--- config.mk ---
export PLATFORM = sky130hd
export DESIGN_NAME = rca_p
export DESIGN_NICKNAME = d
export VERILOG_FILES = /design/src/rtl/rca_p_pkg.sv /design/src/rtl/rca_p_fa.sv /design/src/rtl/rca_p.sv
export SDC_FILE = /design/constraint.sdc
export NUM_CORES = 1
export LEC_CHECK = 0
export BUFFER_PORTS_ARGS = -buffer_cell sky130_fd_sc_hd__buf_2
export CORE_AREA = 2 2 39 41
export CTS_CLUSTER_DIAMETER = 100
export DETAILED_ROUTE_END_ITERATION = 7
export DIE_AREA = 0 0 41 43
export SLEW_MARGIN = 10
export SYNTH_ARGS = -nofsm -noshare
export SYNTH_HDL_FRONTEND = slang
export SYNTH_SLANG_ARGS = --single-unit
--- constraint.sdc ---
create_clock -name CLK -period 2.3 [get_ports CLK]
set_input_delay 0.575 -clock CLK [delete_from_list [all_inputs] [get_ports CLK]]
set_output_delay 0.575 -clock CLK [all_outputs]
set_load 0.02 [all_outputs]
--- src/rtl/rca_p_pkg.sv ---
// rca_p_pkg: shared constants for the ripple-carry adder slice
package rca_p_pkg;
    localparam int DEFAULT_N = 4;
endpackage

--- src/rtl/rca_p_fa.sv ---
// rca_p_fa: 1-bit full adder cell used as one stage of the ripple chain
module rca_p_fa (
    input  logic A,
    input  logic B,
    input  logic CIN,
    output logic S,
    output logic COUT
);
    assign S    = A ^ B ^ CIN;
    assign COUT = (A & B) | (A & CIN) | (B & CIN);
endmodule

--- src/rtl/rca_p.sv ---
// rca_p: N-bit ripple-carry adder with a registered {COUT,SUM} result
module rca_p
    import rca_p_pkg::*;
#(
    parameter int N = DEFAULT_N
) (
    input  logic       CLK,
    input  logic       RST_N,
    input  logic [N:1] A,
    input  logic [N:1] B,
    input  logic       CIN,
    output logic [N:1] SUM,
    output logic       COUT
);
    logic [N:0] c;
    logic [N:1] s;
    assign c[0] = CIN;
    genvar i;
    for (i = 1; i <= N; i++) begin : g_fa
        rca_p_fa u_fa (
            .A   (A[i]),
            .B   (B[i]),
            .CIN (c[i-1]),
            .S   (s[i]),
            .COUT(c[i])
        );
    end
    // result register; reset is sampled only at the clock edge
    always_ff @(posedge CLK) begin
        if (!RST_N) begin
            SUM  <= '0;
            COUT <= 1'b0;
        end else begin
            SUM  <= s;
            COUT <= c[N];
        end
    end
endmodule

Yosys cells after proc, flatten, opt, wreduce, memory -nomap -nowiden
Index checks and enable logic that the tools add are counted.
{"block": "op_classes", "bitwise_logic": 28}
{"cell": "$and 1x1->1", "n": 12}
{"cell": "$or 1x1->1", "n": 8}
{"cell": "$xor 1x1->1", "n": 8}
{"block": "word_totals", "regBits": 5, "inputBits": 11, "output_inout_bits": 5, "wordCells": 30}

Logic depth before layout (Yosys ltp)
Gate-level depths: netlist of the first run.
{"block": "logic_depth", "word_depth": 12, "depth_mapped": 8, "depth_no_buf": 8}

Cells and area by module
A second synthesis of the first run with hierarchy kept.
{"block": "unflattened", "cells_unflattened": 14, "hier_area_um2": 211.5}
{"module": "rca_p", "instances": 1, "cells_each": 10, "area_each_um2": 131.4, "seq_area_each_um2": 100.1}
{"module": "rca_p_fa", "instances": 4, "cells_each": 1, "area_each_um2": 20.0, "seq_area_each_um2": 0.0}

Least setup slack after synthesis of the first run
OpenSTA, ideal clock, no wires.
{"block": "synth_path", "path_kind": "input to register", "from": "input port A[1] (netlist name)", "to": "register SUM[4] (netlist name)", "setup_ps": 57, "arrival_time_ps": 2209, "required_time_ps": 2243, "slack_ps": 34, "cell_stages": 8, "n_path_buf": 0, "cell_sequence": "inv_1 fa_1 inv_1 fa_1 fa_1 inv_1 fa_1 and2b_2"}
{"block": "synth_via", "elab_chain_len": 10, "word_cells_on_any_way": 13, "cone_classes": "bitwise (13)"}
{"element": "from (decl)", "line": "rca_p.sv:9", "text": "input logic [N:1] A,"}
{"element": "$and 1x1->1", "line": "rca_p_fa.sv:10", "text": "assign COUT = (A & B) | (A & CIN) | (B & CIN);"}
{"element": "$or 1x1->1 (*) (2 in series)", "line": "rca_p_fa.sv:10"}
{"element": "$and 1x1->1", "line": "rca_p_fa.sv:10"}
{"element": "$or 1x1->1", "line": "rca_p_fa.sv:10"}
{"element": "$or 1x1->1 (*)", "line": "rca_p_fa.sv:10"}
{"element": "$and 1x1->1", "line": "rca_p_fa.sv:10"}
{"element": "$or 1x1->1", "line": "rca_p_fa.sv:10"}
{"element": "$or 1x1->1 (*)", "line": "rca_p_fa.sv:10"}
{"element": "$xor 1x1->1 (*)", "line": "rca_p_fa.sv:9", "text": "assign S = A ^ B ^ CIN;"}
{"element": "to (signal assigned)", "line": "rca_p.sv:34", "text": "SUM <= s;"}
{"element": "to (decl)", "line": "rca_p.sv:12", "text": "output logic [N:1] SUM,"}
Mark *: on every way between the ends. The rest lies on a longest branch, timed or not.
A chain may end at the register's enable or synchronous reset.

Worst setup path in the final report of the first run
Same ends and word-level chain as after synthesis.

==> results_tabular.tex, run 1 <==
\begin{tabular}{lr}
\hline
Metric & Value \\
\hline
\multicolumn{2}{l}{\textbf{Global route}} \\
Global router's overall resource usage & 5.06\% \\
Overflow left after global routing & 0 \\
Maximum number of pins on one net before global-route repair & 6 \\
Number of antenna violations at the first check in global routing & 0 \\
Global-route wire length before repair & 524 um \\
Via count of the first global-routing pass & 165 \\
\multicolumn{2}{l}{\textbf{Finish}} \\
Share of cells above drive strength 1 & 57.5\% \\
Area grow syn2layout & 49.0\% \\
Sequential cell area in the final layout & 100 um\^{}2 \\
Design area & 369 um\^{}2 \\
Antenna diode instance count & 0 \\
Net count, final & 56 \\
Count of placed standard cells in the final layout, fillers left out & 56 \\
Multi-input logic area & 121 um\^{}2 \\
Number of fill cells in the layout & 161 \\
Final core utilization & 26.7\% \\
\multicolumn{2}{l}{\textbf{Die}} \\
Die height & 43 um \\
Initial core utilization & 17.9\% \\
Width of the die & 41 um \\
Boundary Pins & 16 \\
Total die area & 1760 um\^{}2 \\
Total number of placement rows & 14 \\
Area inside the core boundary & 1380 um\^{}2 \\
\multicolumn{2}{l}{\textbf{Timing}} \\
Hold violation count in the final report & 0 \\
Setup WS post-layout & 0.131 ns \\
Number of setup violations in the final report & 0 \\
Shortest clock period the worst path allows after layout & 2.17 ns \\
Tightest slew margin relative to the limit & 92.8\% \\
Setup repair after global routing missed its margin & no \\
Hold slack & 0.594 ns \\
Setup TNS & 0 ns \\
Tightest Pin Transition & 0.109 ns \\
Achievable frequency & 461 MHz \\
Final count of pins violating max slew & 0 \\
Post-route fraction of the period consumed by the critical path & 94.3\% \\
\multicolumn{2}{l}{\textbf{Clocking}} \\
H-tree level count & 1 \\
Post-CTS Hold Fix Bufs & 0 \\
Clock-pin slew reported for the worst setup and hold paths after clock tree synthesis & 0.04 ns \\
\# clock sinks & 5 \\
Clock Path Buffers & 2 \\
Root buffer selected by CTS & sky130\_fd\_sc\_hd\_\_clkbuf\_4 \\
Post-cts sizing count & 0 \\
Post-CTS repair timing setup buffer count & 0 \\
TritonCTS clock tree & yes \\
Clock buffer count from CTS & 3 \\
\multicolumn{2}{l}{\textbf{Detailed routing}} \\
Via Count & 176 \\
Total wire length & 338 um \\
Wire per inst & 6.04 um \\
DRC & 0 \\
TritonRoute pass-1 iters & 2 \\
Number of antenna-violating nets in the routed design & 0 \\
Avg Vias per Cell & 3.14 \\
Violation count after the first detailed-route iteration & 1 \\
\multicolumn{2}{l}{\textbf{Worst hold path}} \\
Type of the most critical hold path & input port to flip-flop \\
Hold path endpoint & SUM[3] \\
Worst hold path stage count & 2 \\
Startpoint of the worst hold path & RST\_N \\
\multicolumn{2}{l}{\textbf{Placed design}} \\
Placed cell count & 52 \\
Count of buffers inserted at the top-level ports & 15 \\
Half-perimeter wire length of the detailed placement result & 305 um \\
Placed inst area & 343 um\^{}2 \\
Worst setup slack after placement & -0.123 ns \\
Routability congestion estimate & 0.547 \\
\multicolumn{2}{l}{\textbf{Pwr}} \\
Power density normalized to cell area & 682 nW/um\^{}2 \\
Leakage & 0.208 nW \\
Largest voltage drop on the vdd net & 0.101 mV \\
Total chip power & 0.252 mW \\
\multicolumn{2}{l}{\textbf{Synthesis}} \\
Yosys warnings & 0 \\
Number of distinct library cells after synthesis & 5 \\
Share of synthesized area occupied by flip-flops and latches & 40.4\% \\
Mapped Area & 248 um\^{}2 \\
Post-Syn Instances & 21 \\
Synthesized area per cell & 11.8 um\^{}2 \\
Synthesized flop and latch total & 5 \\
Post-Syn Nets & 36 \\
\multicolumn{2}{l}{\textbf{Flow run}} \\
Max-Cap Viols & 0 \\
\multicolumn{2}{l}{\textbf{Critical path}} \\
Critical Path Sink Type & flip-flop \\
CP Data Arrival Time & 2.35 ns \\
Maximum fanout encountered on the critical timing path & 1 \\
Worst Path Required & 2.48 ns \\
Launching element type of the critical path & input port \\
Classification of the worst setup path & input port to flip-flop \\
\multicolumn{2}{l}{\textbf{Outcome}} \\
Run status & finished, final reports clean \\
\hline
\end{tabular}
-- routing by layer --
metal	vias to the layer above	wire length (um)	global-route usage, %
li1	93	-	-
met1	68	124	4.93
met2	13	141	6.25
met3	2	53	0
met4	0	18	10.0
met5	-	0	0
-- sequential cells by signal, summed over array words and instances, names as in the netlist --
| register | cells |
|---|---|
| COUT | 1 |
| SUM | 4 |
-- cells in the mapped netlist --
master | instances | area (um^2)
sky130_fd_sc_hd__and2b_2 | 3 | 26.3
sky130_fd_sc_hd__fa_1 | 4 | 80.1
sky130_fd_sc_hd__and2_2 | 2 | 15.0
sky130_fd_sc_hd__dfxtp_1 | 5 | 100
sky130_fd_sc_hd__inv_1 | 7 | 26.3
-- kinds of logic after synthesis --
family	Yosys count	synth area share, %
buf+inv	7	10.6
flops	5	40.4
simple gates	5	16.7
fa+ha+maj	4	32.3
-- worst max-delay path by stage --
stage               startpoint     end  slack [ns]  cells after the start
finish                    A[1]  SUM[4]        0.13                      9
global route              B[1]  SUM[4]        0.02                      9
CTS                       A[1]  SUM[4]        0.13                      9
detailed placement        A[1]  SUM[4]       -0.12                      9
global placement          A[1]  SUM[4]       -0.12                      9
floorplan                 A[1]  SUM[4]        0.03                      8
-- power breakdown --
part	total (mW)	switching, mW	leakage [nW]	internal, mW
registers	0.0987	0.00181	0.0417	0.0969
clock network	0.0985	0.0331	0.0150	0.0654
logic	0.0547	0.0284	0.151	0.0263
total	0.252	0.0633	0.208	0.189
-- layout make-up --
| type | count | share of cell area, % |
|---|---|---|
| repair buffers | 15 | 20.3 |
| well taps | 16 | 5.42 |
| clock buffers | 4 | 7.12 |
| inverters | 7 | 7.12 |
| multi-input cells | 9 | 32.9 |
| flip-flops and latches | 5 | 27.1 |
-- critical path: stages --
cell                      delay, ns
sky130_fd_sc_hd__buf_2         0.09
sky130_fd_sc_hd__inv_1         0.06
sky130_fd_sc_hd__fa_1          0.16
sky130_fd_sc_hd__inv_1         0.04
sky130_fd_sc_hd__fa_1          0.37
sky130_fd_sc_hd__fa_1          0.37
sky130_fd_sc_hd__inv_1         0.08
sky130_fd_sc_hd__fa_1          0.39
sky130_fd_sc_hd__and2b_2       0.21
-- cell usage in the layout (no fill, tap or decap), drive strengths merged --
master,count
and2,2
and2b,3
buf,15
clkbuf,4
dfxtp,5
fa,4
inv,7
Note: power is estimated with default switching activity, not from simulation.
==> inputs of run 2 (changes only) <==
--- a/config.mk
+++ b/config.mk
@@ -5,6 +5,7 @@
 export SDC_FILE = /design/constraint.sdc
 export NUM_CORES = 1
 export LEC_CHECK = 0
+export ABC_AREA = 1
 export BUFFER_PORTS_ARGS = -buffer_cell sky130_fd_sc_hd__buf_2
 export CORE_AREA = 2 2 39 41
 export CTS_CLUSTER_DIAMETER = 100
==> results_tabular.tex, run 2 <==
\begin{tabular}{lr}
\hline
Metric & Value \\
\hline
\multicolumn{2}{l}{\textbf{Critical path}} \\
Master of the slowest instance on the critical path & sky130\_fd\_sc\_hd\_\_fa\_1 \\
Worst Path Required & 2.48 ns \\
Critical path's most frequent cell & sky130\_fd\_sc\_hd\_\_fa\_1 \\
Critical Path Sink Type & flip-flop \\
Classification of the worst setup path & input port to flip-flop \\
Cell-by-cell trace of the critical path & buf\_2 > inv\_1 > fa\_1 > inv\_1 > fa\_1 > fa\_1 > inv\_1 > fa\_1 > nor2\_1 \\
Buffers and inverters on the worst path & 4 \\
Maximum fanout encountered on the critical timing path & 1 \\
Critical path's largest stage delay & 0.40 ns \\
Delay-heaviest family, CP & adder cells \\
Launching element type of the critical path & input port \\
CP Data Arrival Time & 2.26 ns \\
\multicolumn{2}{l}{\textbf{Die}} \\
Boundary Pins & 16 \\
Total number of placement rows & 14 \\
Total die area & 1760 um\^{}2 \\
Width of the die & 41 um \\
Area inside the core boundary & 1380 um\^{}2 \\
Die height & 43 um \\
Initial core utilization & 17.1\% \\
\multicolumn{2}{l}{\textbf{Detailed routing}} \\
Total wire length & 356 um \\
DRC & 0 \\
Avg Vias per Cell & 3.08 \\
Wire per inst & 6.03 um \\
Via Count & 182 \\
Number of antenna-violating nets in the routed design & 0 \\
TritonRoute pass-1 iters & 1 \\
Violation count after the first detailed-route iteration & 0 \\
\multicolumn{2}{l}{\textbf{Timing}} \\
Setup WS post-layout & 0.215 ns \\
Achievable frequency & 480 MHz \\
Post-route fraction of the period consumed by the critical path & 90.6\% \\
Tightest Pin Transition & 0.109 ns \\
Tightest slew margin relative to the limit & 92.8\% \\
Number of setup violations in the final report & 0 \\
Final count of pins violating max slew & 0 \\
Hold violation count in the final report & 0 \\
Setup repair after global routing missed its margin & no \\
Setup TNS & 0 ns \\
Shortest clock period the worst path allows after layout & 2.08 ns \\
\multicolumn{2}{l}{\textbf{Pwr}} \\
Total chip power & 0.250 mW \\
Largest voltage drop on the vdd net & 0.123 mV \\
Power density normalized to cell area & 699 nW/um\^{}2 \\
Leakage & 0.217 nW \\
\multicolumn{2}{l}{\textbf{Synthesis}} \\
Area fraction in and, or, nand and nor cells after synthesis & 7.94\% \\
Async set-or-reset flop fraction in the synthesized netlist & 0\% \\
Share of Yosys cell area claimed by the top area cell type & 42.3\% \\
Fraction of the mapped netlist area in adder cells & 33.9\% \\
Leading cell type by number of instances after synthesis & sky130\_fd\_sc\_hd\_\_inv\_1 \\
Yosys warnings & 0 \\
Largest family of logic cells by synthesized area & adder cells \\
Share of synthesized area occupied by flip-flops and latches & 42.3\% \\
Mapped Area & 236 um\^{}2 \\
Post-Syn Nets & 39 \\
Area leader, netlist & sky130\_fd\_sc\_hd\_\_dfxtp\_1 \\
Count of flip-flops with a built-in enable after synthesis & 0 \\
Synthesized flop and latch total & 5 \\
Synth top cells by count & 9 x sky130\_fd\_sc\_hd\_\_inv\_1, 5 x sky130\_fd\_sc\_hd\_\_dfxtp\_1, 4 x sky130\_fd\_sc\_hd\_\_fa\_1, 3 x sky130\_fd\_sc\_hd\_\_nor2\_1, 2 x sky130\_fd\_sc\_hd\_\_nand2\_1 \\
Largest cells by area after synthesis & sky130\_fd\_sc\_hd\_\_dfxtp\_1 42\%, sky130\_fd\_sc\_hd\_\_fa\_1 34\%, sky130\_fd\_sc\_hd\_\_inv\_1 14\%, sky130\_fd\_sc\_hd\_\_nor2\_1 4.8\%, sky130\_fd\_sc\_hd\_\_nand2\_1 3.2\% \\
Synthesized area per cell & 9.85 um\^{}2 \\
Complex-gate fraction of the synthesized area & 0\% \\
Mux contribution to synthesized area & 0\% \\
Number of distinct library cells after synthesis & 6 \\
Synthesized-area fraction occupied by xor and xnor cells & 0\% \\
Most used DFF post-synth & sky130\_fd\_sc\_hd\_\_dfxtp\_1 \\
Post-Syn Instances & 24 \\
\multicolumn{2}{l}{\textbf{Flow run}} \\
Max-Cap Viols & 0 \\
\multicolumn{2}{l}{\textbf{Finish}} \\
Largest registers ranked by flip-flop count & SUM (4), COUT (1) \\
Largest register by flop count & SUM \\
Share of cells above drive strength 1 & 44.2\% \\
Number of flip-flops in the largest register & 4 \\
Net count, final & 59 \\
Most used cells in the layout excluding fill and tap cells & 15 x sky130\_fd\_sc\_hd\_\_buf\_2, 9 x sky130\_fd\_sc\_hd\_\_inv\_1, 5 x sky130\_fd\_sc\_hd\_\_dfxtp\_1 \\
Antenna diode instance count & 0 \\
Most common cell after layout, fill and taps aside & sky130\_fd\_sc\_hd\_\_buf\_2 \\
Area grow syn2layout & 51.3\% \\
Number of fill cells in the layout & 161 \\
\multicolumn{2}{l}{\textbf{Global route}} \\
Global-route wire length before repair & 552 um \\
Maximum number of pins on one net before global-route repair & 4 \\
Via count of the first global-routing pass & 186 \\
Global router's overall resource usage & 5.26\% \\
Overflow left after global routing & 0 \\
Number of antenna violations at the first check in global routing & 0 \\
\multicolumn{2}{l}{\textbf{Placed design}} \\
Routability congestion estimate & 0.569 \\
Count of buffers inserted at the top-level ports & 15 \\
Half-perimeter wire length of the detailed placement result & 319 um \\
Worst setup slack after placement & -0.0305 ns \\
\multicolumn{2}{l}{\textbf{Clocking}} \\
\# clock sinks & 5 \\
Post-CTS repair timing setup buffer count & 0 \\
Clock buffer count from CTS & 3 \\
Post-CTS Hold Fix Bufs & 0 \\
Post-cts sizing count & 0 \\
Clock-pin slew reported for the worst setup and hold paths after clock tree synthesis & 0.04 ns \\
Clock Path Buffers & 2 \\
TritonCTS clock tree & yes \\
Root buffer selected by CTS & sky130\_fd\_sc\_hd\_\_clkbuf\_4 \\
H-tree level count & 1 \\
\multicolumn{2}{l}{\textbf{Worst hold path}} \\
Hold path endpoint & SUM[2] \\
Worst hold path stage count & 3 \\
Startpoint of the worst hold path & RST\_N \\
Type of the most critical hold path & input port to flip-flop \\
\multicolumn{2}{l}{\textbf{Outcome}} \\
Run status & finished, final reports clean \\
\hline
\end{tabular}
run 2: routing by layer:
metal | track usage (%) | part of all wire (%) | vias to the layer above
met3 | 0 | 15 | 2
met5 | 0 | 0 | -
met4 | 10.0 | 5.1 | 0
met1 | 4.61 | 35 | 68
met2 | 7.19 | 44 | 12
li1 | - | - | 100
run 2: kinds of logic (layout without fill, tap and decap cells):
group | after synthesis | count (layout)
buf+inv | 10 | 29
flops | 5 | 5
simple gates | 5 | 5
fa+ha+maj | 4 | 4
run 2: area by class of cell:
class	count	area (um^2)	area share [%]
clock buffers	4	26.3	7.34
inverters	10	37.5	10.5
multi-input cells	9	98.8	27.6
flip-flops and latches	5	100	28.0
well taps	16	20.0	5.59
repair buffers	15	75.1	21.0
run 2: worst max-delay path by stage:
stage,from,to,depth (start not counted),slack (ns)
after global routing,A[1],SUM[4],9,0.1
after global placement,A[1],SUM[4],9,-0.03
final,A[1],SUM[4],9,0.22
after detailed placement,A[1],SUM[4],9,-0.03
after CTS,A[1],SUM[4],9,0.22
after floorplan,A[1],SUM[4],8,0.13
run 2: power breakdown:
part | leakage, nW | internal (mW) | switching [mW] | total [mW]
clock | 0.0150 | 0.0654 | 0.0326 | 0.0979
combinational | 0.160 | 0.0225 | 0.0312 | 0.0537
sequential | 0.0417 | 0.0969 | 0.00163 | 0.0985
total | 0.217 | 0.185 | 0.0654 | 0.250
run 2: per-stage QoR:
stage	std cells	instance area [um^2]	util [%]	hold WS (ns)
finish	59	358	25.9	0.551
global route	59	358	25.9	0.578
CTS	59	358	25.9	0.547
detailed placement	55	332	24.0	0.795
global placement	55	332	24.0	0.798
floorplan	24	236	-	0.668
==> inputs of run 3 (changes only) <==
--- a/config.mk
+++ b/config.mk
@@ -8,6 +8,7 @@
 export ABC_AREA = 1
 export BUFFER_PORTS_ARGS = -buffer_cell sky130_fd_sc_hd__buf_2
 export CORE_AREA = 2 2 39 41
+export CTS_BUF_LIST = sky130_fd_sc_hd__clkbuf_8
 export CTS_CLUSTER_DIAMETER = 100
 export DETAILED_ROUTE_END_ITERATION = 7
 export DIE_AREA = 0 0 41 43
==> constraint.sdc (replaced) <==
create_clock -name CLK -period 2.3 [get_ports CLK]
set_input_delay 0.46 -clock CLK [delete_from_list [all_inputs] [get_ports CLK]]
set_output_delay 0.46 -clock CLK [all_outputs]
set_load 0.02 [all_outputs]
==> results_tabular.tex, run 3 (synthesis results as in run 2) <==
\begin{tabular}{lr}
\hline
Metric & Value \\
\hline
\multicolumn{2}{l}{\textbf{Outcome}} \\
Run status & finished, final reports clean \\
\multicolumn{2}{l}{\textbf{Finish}} \\
Net count, final & 59 \\
Number of flip-flops in the largest register & 4 \\
Antenna diode instance count & 0 \\
Share of cells above drive strength 1 & 44.2\% \\
Final core utilization & 27.2\% \\
Most common cell after layout, fill and taps aside & sky130\_fd\_sc\_hd\_\_buf\_2 \\
Most used cells in the layout excluding fill and tap cells & 15 x sky130\_fd\_sc\_hd\_\_buf\_2, 10 x sky130\_fd\_sc\_hd\_\_inv\_1, 5 x sky130\_fd\_sc\_hd\_\_dfxtp\_1 \\
Largest registers ranked by flip-flop count & SUM (4), COUT (1) \\
Largest register by flop count & SUM \\
Area grow syn2layout & 59.3\% \\
\multicolumn{2}{l}{\textbf{Critical path}} \\
Delay-heaviest family, CP & adder cells \\
Crit path depth & 9 \\
Launching element type of the critical path & input port \\
Cell-by-cell trace of the critical path & buf\_2 > inv\_1 > fa\_1 > inv\_1 > fa\_1 > fa\_1 > inv\_1 > fa\_1 > nor2\_1 \\
Critical path's largest stage delay & 0.41 ns \\
CP Data Arrival Time & 2.16 ns \\
Critical Path Sink Type & flip-flop \\
Timing endpoint of the critical path & SUM[4] \\
Classification of the worst setup path & input port to flip-flop \\
Worst Path Required & 2.46 ns \\
Start point of the critical path & A[1] \\
Buffers and inverters on the worst path & 4 \\
Maximum fanout encountered on the critical timing path & 1 \\
Critical path's most frequent cell & sky130\_fd\_sc\_hd\_\_fa\_1 \\
Master of the slowest instance on the critical path & sky130\_fd\_sc\_hd\_\_fa\_1 \\
\multicolumn{2}{l}{\textbf{Die}} \\
Total die area & 1760 um\^{}2 \\
Boundary Pins & 16 \\
Total number of placement rows & 14 \\
Width of the die & 41 um \\
Die height & 43 um \\
Area inside the core boundary & 1380 um\^{}2 \\
Initial core utilization & 17.1\% \\
\multicolumn{2}{l}{\textbf{Detailed routing}} \\
Avg Vias per Cell & 3.25 \\
TritonRoute pass-1 iters & 1 \\
Via Count & 192 \\
Total wire length & 389 um \\
DRC & 0 \\
Number of antenna-violating nets in the routed design & 0 \\
Wire per inst & 6.59 um \\
Violation count after the first detailed-route iteration & 0 \\
\multicolumn{2}{l}{\textbf{Timing}} \\
Shortest clock period the worst path allows after layout & 2.00 ns \\
Final count of pins violating max slew & 0 \\
Setup repair after global routing missed its margin & no \\
Tightest slew margin relative to the limit & 92.8\% \\
Number of setup violations in the final report & 0 \\
Hold slack & 0.454 ns \\
Hold violation count in the final report & 0 \\
Setup TNS & 0 ns \\
Tightest Pin Transition & 0.109 ns \\
Achievable frequency & 499 MHz \\
Post-route fraction of the period consumed by the critical path & 87.1\% \\
\multicolumn{2}{l}{\textbf{Placed design}} \\
Half-perimeter wire length of the detailed placement result & 335 um \\
Count of buffers inserted at the top-level ports & 15 \\
Routability congestion estimate & 0.564 \\
\multicolumn{2}{l}{\textbf{Pwr}} \\
Power density normalized to cell area & 814 nW/um\^{}2 \\
Leakage & 0.228 nW \\
Largest voltage drop on the vdd net & 0.172 mV \\
Total chip power & 0.307 mW \\
\multicolumn{2}{l}{\textbf{Clocking}} \\
Clock-pin slew reported for the worst setup and hold paths after clock tree synthesis & 0.03 ns \\
\# clock sinks & 5 \\
Post-cts sizing count & 0 \\
Post-CTS Hold Fix Bufs & 0 \\
TritonCTS clock tree & yes \\
H-tree level count & 1 \\
Clock Path Buffers & 2 \\
Root buffer selected by CTS & sky130\_fd\_sc\_hd\_\_clkbuf\_8 \\
Clock buffer count from CTS & 3 \\
Post-CTS repair timing setup buffer count & 0 \\
\multicolumn{2}{l}{\textbf{Global route}} \\
Overflow left after global routing & 0 \\
Global-route wire length before repair & 614 um \\
GR Layer Usage met1 & 5.23\% \\
Maximum number of pins on one net before global-route repair & 4 \\
Via count of the first global-routing pass & 187 \\
Global Route met2 Usage & 7.81\% \\
Global router's overall resource usage & 6.26\% \\
Number of antenna violations at the first check in global routing & 0 \\
Most used routing layer & met4 \\
Routing usage on met3 & 0\% \\
\multicolumn{2}{l}{\textbf{Worst hold path}} \\
Type of the most critical hold path & input port to flip-flop \\
\multicolumn{2}{l}{\textbf{Flow run}} \\
Max-Cap Viols & 0 \\
\hline
\end{tabular}
-- run 3: per-layer routing --
| metal | share of wire, % | vias up |
|---|---|---|
| li1 | - | 99 |
| met1 | 32 | 75 |
| met2 | 41 | 14 |
| met3 | 17 | 4 |
| met4 | 9.5 | 0 |
| met5 | 0 | - |
-- run 3: area by class of cell --
type                            count  area [um^2]
Tap cell                           16         20.0
Sequential cell                     5          100
Multi-Input combinational cell      9         98.8
Clock inverter                      1         3.75
Timing Repair Buffer               15         75.1
Inverter                           10         37.5
Clock buffer                        3         41.3
Fill cell                         158         1010
-- run 3: metrics by stage --
stage                     setup WS, ns  area (um^2)  instances
after global placement          0.0630          332         55
after global routing             0.178          377         59
final                            0.296          377         59
after detailed placement        0.0547          332         55
after CTS                        0.282          377         59
after floorplan                  0.243          236         24
-- run 3: worst min-delay path, stage by stage --
cell and delay [ns]:
sky130_fd_sc_hd__buf_2 0.10, sky130_fd_sc_hd__nand2_1 0.05, sky130_fd_sc_hd__inv_1 0.04
-- run 3: worst min path at each step --
stage / depth (start not counted) / startpoint / endpoint / slack (ns)
finish: 3 / RST_N / SUM[2] / 0.45
global route: 3 / RST_N / SUM[2] / 0.49
CTS: 3 / RST_N / SUM[2] / 0.45
detailed placement: 3 / RST_N / SUM[2] / 0.68
global placement: 3 / RST_N / SUM[2] / 0.68
floorplan: 2 / RST_N / SUM[2] / 0.55
-- run 3: where the power goes --
part	switching, mW	internal (mW)	leakage (nW)
Combinational	0.0313	0.0224	0.160
Clock	0.0402	0.114	0.0269
Sequential	0.00154	0.0971	0.0417
Total	0.0730	0.234	0.228
